[src/rtl/cpu_types_pkg.sv]
// Shared CPU types: machine word plus the instruction cache's tag, frame and
// controller state types.
package cpu_types_pkg;

  typedef logic [31:0] word_t;

  typedef logic [25:0] icache_tag_t;

  typedef struct packed {
    logic        valid;
    icache_tag_t tag;
    word_t [1:0] data;
  } icache_frame_t;

  typedef enum logic [1:0] {
    IDLE,
    FILL0,
    FILL1
  } icache_state_t;

endpackage

[src/rtl/icache.sv]
// Two-way set-associative read-only instruction cache with two-word blocks;
// hits are combinational, misses fill a block from memory and then replay.
module icache
  import cpu_types_pkg::*;
#(
  parameter int SETS = 8
) (
  input  logic        CLK,
  input  logic        nRST,
  input  logic        imemREN,
  input  logic [31:0] imemaddr,
  output logic        ihit,
  output logic [31:0] imemload,
  output logic        iREN,
  output logic [31:0] iaddr,
  input  logic        iwait,
  input  logic [31:0] iload
);

  localparam int IDX_W = $clog2(SETS);
  localparam int TAG_W = 32 - IDX_W - 3;

  icache_frame_t       frames [2][SETS];
  logic [SETS-1:0]     lru;
  icache_state_t       state, next_state;

  logic [TAG_W-1:0]    addr_tag;
  logic [IDX_W-1:0]    addr_idx;
  logic                word_sel;
  logic                hit0, hit1, hit_way, victim;

  logic [TAG_W-1:0]    fill_tag;
  logic [IDX_W-1:0]    fill_idx;
  logic                fill_way;

  logic                unused_byte_bits;

  assign addr_tag         = imemaddr[31:IDX_W+3];
  assign addr_idx         = imemaddr[IDX_W+2:3];
  assign word_sel         = imemaddr[2];
  assign unused_byte_bits = ^imemaddr[1:0];

  assign hit0    = frames[0][addr_idx].valid && (frames[0][addr_idx].tag == icache_tag_t'(addr_tag));
  assign hit1    = frames[1][addr_idx].valid && (frames[1][addr_idx].tag == icache_tag_t'(addr_tag));
  assign hit_way = !hit0;
  assign ihit    = imemREN && (state == IDLE) && (hit0 || hit1);
  assign imemload = ihit ? frames[hit_way][addr_idx].data[word_sel] : '0;

  // Fill an empty way first (way 0 before way 1); otherwise evict the LRU way.
  assign victim = !frames[0][addr_idx].valid ? 1'b0 :
                  !frames[1][addr_idx].valid ? 1'b1 : lru[addr_idx];

  always_comb begin
    next_state = state;
    iREN       = 1'b0;
    iaddr      = '0;
    case (state)
      IDLE: begin
        if (imemREN && !ihit) next_state = FILL0;
      end
      FILL0: begin
        iREN  = 1'b1;
        iaddr = {fill_tag, fill_idx, 1'b0, 2'b00};
        if (!iwait) next_state = FILL1;
      end
      FILL1: begin
        iREN  = 1'b1;
        iaddr = {fill_tag, fill_idx, 1'b1, 2'b00};
        if (!iwait) next_state = IDLE;
      end
      default: next_state = IDLE;
    endcase
  end

  // The victim is invalidated at miss time so an interrupted fill never leaves
  // a half-written block that could later hit.
  always_ff @(posedge CLK or negedge nRST) begin
    if (!nRST) begin
      state <= IDLE;
      lru   <= '0;
      for (int w = 0; w < 2; w++)
        for (int s = 0; s < SETS; s++)
          frames[w][s].valid <= 1'b0;
    end else begin
      state <= next_state;
      case (state)
        IDLE: begin
          if (ihit) begin
            lru[addr_idx] <= ~hit_way;
          end else if (imemREN) begin
            fill_tag <= addr_tag;
            fill_idx <= addr_idx;
            fill_way <= victim;
            frames[victim][addr_idx].valid <= 1'b0;
          end
        end
        FILL0: begin
          if (!iwait) frames[fill_way][fill_idx].data[0] <= iload;
        end
        FILL1: begin
          if (!iwait) begin
            frames[fill_way][fill_idx].data[1] <= iload;
            frames[fill_way][fill_idx].tag     <= icache_tag_t'(fill_tag);
            frames[fill_way][fill_idx].valid   <= 1'b1;
            lru[fill_idx]                      <= ~fill_way;
          end
        end
        default: ;
      endcase
    end
  end

endmodule

[config.mk]
export PLATFORM = sky130hd
export DESIGN_NAME = icache
export DESIGN_NICKNAME = d
export VERILOG_FILES = /design/src/rtl/cpu_types_pkg.sv /design/src/rtl/icache.sv
export SDC_FILE = /design/constraint.sdc
export NUM_CORES = 2
export LEC_CHECK = 0
export CAP_MARGIN = 20
export CELL_PAD_IN_SITES_DETAIL_PLACEMENT = 1
export CELL_PAD_IN_SITES_GLOBAL_PLACEMENT = 2
export CORE_MARGIN = 10
export CORE_UTILIZATION = 46
export DETAILED_ROUTE_END_ITERATION = 10
export PLACE_DENSITY_LB_ADDON = 0.1
export SLEW_MARGIN = 20
export SYNTH_ARGS = -nofsm -noshare
export SYNTH_HDL_FRONTEND = slang
export SYNTH_SLANG_ARGS = --single-unit
[constraint.sdc]
create_clock -name CLK -period 72.7 [get_ports CLK]
set_input_delay 7.27 -clock CLK [delete_from_list [all_inputs] [get_ports CLK]]
set_output_delay 7.27 -clock CLK [all_outputs]
set_load 0.01 [all_outputs]
==> results_dict.tcl <==
set metrics [dict create \
    grt-ovfl-total 0 \
    cpPeakStageDelay_ns 0.87 \
    synthCells 8268 \
    maxSlewViolCount 0 \
    postRouteAntennaNets 0 \
    antenna_found_initial 24 \
    synth-async-reset-ratio 0.0174 \
    rsz0062_at_grt "false" \
    cts_setup_buffers 0 \
    wirelength_um 339000 \
    period_share 0.305 \
    p_leak_nw 38.7 \
    ys.flop_type "edfxtp_1" \
    path_cells "clkbuf_8 > nand2b_2 > buf_4 > o22ai_1 > or3_1 > nand4b_1 > nor4_2 > nand4_4 > buf_4 > buf_4 > buf_4 > mux2i_1 > a22oi_1 > nand3_1 > or3_1 > a21oi_1 > clkdlybuf4s50_1" \
    grtUsageTotal 0.323 \
    grt_start_max_net_pins 238 \
    min_period_ns 22.16 \
    worstSetupPathType "in -> out" \
    peakVddDrop_v 0.0000352 \
    dp.final_hpwl_um 187000 \
    numCtsBuffers 176 \
    max_freq_ghz 0.0451 \
    ioPinCount 134 \
    clock-root-buffer "clkbuf_16" \
    area_growth_pct 9.71 \
    start_util 0.462 \
    setup_tns_ns 0 \
    cts_tree "yes" \
    max-slew-margin-rel 0.168 \
    synth_top_area_share 0.522 \
    dieArea_mm2 0.201 \
    grt_pass1_wl_um 494000 \
    drc 0 \
    final_common_cell "nand2_1" \
    via_per_inst 6.71 \
    status "complete, no violations" \
    clockBufferDepth 3 \
    synth_edf_count 1470 \
    mostFrequentLayoutCells "3062 x nand2_1, 1470 x edfxtp_1, 1346 x a22o_1" \
    wire_per_inst_um 32.2 \
    start_kind "input port" \
    synth_cell_types 82 \
    critPathArrivalTime_ns 14.89 \
    setup_viol 0 \
    htreeDepth 4 \
    synth_warnings 0 \
    layout-drive-gt1-share 0.0803 \
    cp_max_fo 52 \
    tightest_slew_ns 1.25 \
    vias 70800 \
    end_kind "primary output" \
    postCtsHoldBufs 0 \
    ys_ff_latch 1496 \
    cap_viol_max_count 0 \
    avgSynthCellArea_um2 10.2 \
    die_width_um 449 \
    final_area_mm2 0.0928 \
    dpl-instance-area_mm2 0.0873 \
    power_density_mw_per_mm2 39.1 \
    io_buffers 129 \
    gp_congestion 0.807 \
    netlist_area_mm2 0.0846 \
    synth_area_leaders "edfxtp_1 52%, a22o_1 14%, nand2_1 14%, mux2i_1 3.9%, clkbuf_1 2.9%" \
    yosys.area.top_type "edfxtp_1" \
    crit_required_ns 65.43 \
    crit_path_frequent_cell "buf_4" \
    clk_pin_slew_ns 0.06 \
    fp.dieH_um 449 \
    final_hold_viol_count 0 \
    fin_skew_ns 0.0322 \
    clock_latency_ns 0.85 \
    fin_nets 8003 \
    first_pass_iters 5 \
    slowest_stage "buf_4" \
    min_path_type "reg -> reg" \
    drtIter0Drc 7884 \
    std_cell_rows 157 \
    grt_pass1_vias 70500 \
    ctsResizeCount 0 \
    cts_sinks 1496 \
    yosysSeqAreaShare 0.530 \
    core_mm2 0.183 \
]
area by class of cell:
type	instances	area, um2
antenna	15	37.5
clock buffer	217	4730
clock inverter	100	679
fill	19600	90100
inverter	8	35.0
multi-input combinational	5966	36800
sequential	1496	44800
tap	2464	3080
timing repair buffer	283	2650
power breakdown:
part	switching, mW	leakage, nW	total (mW)	internal, mW
clock	0.384	2.67	0.871	0.487
sequential	0.183	14.1	1.56	1.38
combinational	0.743	21.9	1.20	0.458
cells in the mapped netlist, types with 40 or more instances:
cell type	n
nor2_1	59
edfxtp_1	1470
nand3_1	58
buf_2	49
o22ai_1	52
mux2i_1	332
a22oi_1	109
a21oi_1	166
a22o_1	1346
a221oi_1	40
nand4_1	40
nand2_1	3076
mux4_2	98
mux2_2	49
o21ai_0	154
clkbuf_1	657
and3_1	41
metrics by stage:
step	utilization	hold slack, ns	worst slack (ns)	total power [mW]	std cells
after floorplan	-	0.450	28.57	2.78	8269
after detailed placement	0.477	0.486	50.75	2.75	10200
final	0.507	0.500	50.54	3.63	10500
after global placement	0.477	0.471	50.55	2.69	10200
after global routing	0.507	0.513	50.39	3.80	10500
after CTS	0.507	0.501	50.72	3.62	10500
critical path: cells and delay by family:
| kind | cells | cell delay, ns |
|---|---|---|
| mux | 1 | 0.13 |
| buf+inv | 6 | 3.94 |
| compound gates | 3 | 1.03 |
| simple gates | 7 | 2.21 |
per-layer routing:
metal | vias to the layer above | global-route usage | part of all wire
met3 | 647 | 0.0512 | 0.083
met5 | - | 0 | 0.00018
met2 | 3158 | 0.513 | 0.46
li1 | 30000 | - | -
met4 | 10 | 0.121 | 0.040
met1 | 36900 | 0.446 | 0.42
registers in the layout (all words and copies together), names as in the netlist:
register / flops
state: 2
frames: 1456
lru: 8
fill_idx: 3
fill_way: 1
fill_tag: 26
logic make-up after synthesis:
family	count (synthesis)	share of synthesized area
adders and majority gates	4	0.000592
xor gates and xnor gates	32	0.00331
buffers and inverters	807	0.0404
muxes	487	0.0736
AOI/OAI and AO/OA	2069	0.196
other	1	0.0000443
and+or+nand+nor	3372	0.157
DFF	1496	0.530
worst paths after layout:
path                       depth (start not counted)  slack [ns]           end         from
max                                               17       50.54  imemload[11]  imemaddr[5]
min                                                2        0.50   frames[181]  frames[181]
max reg2reg                                       15       63.39   frames[739]  frames[981]
min reg2reg                                        2        0.50   frames[181]  frames[181]
max in group asynchronous                          2       65.50   frames[545]         nRST
min in group asynchronous                          2        6.86        lru[3]         nRST
Power figures use the tool's default switching activity.
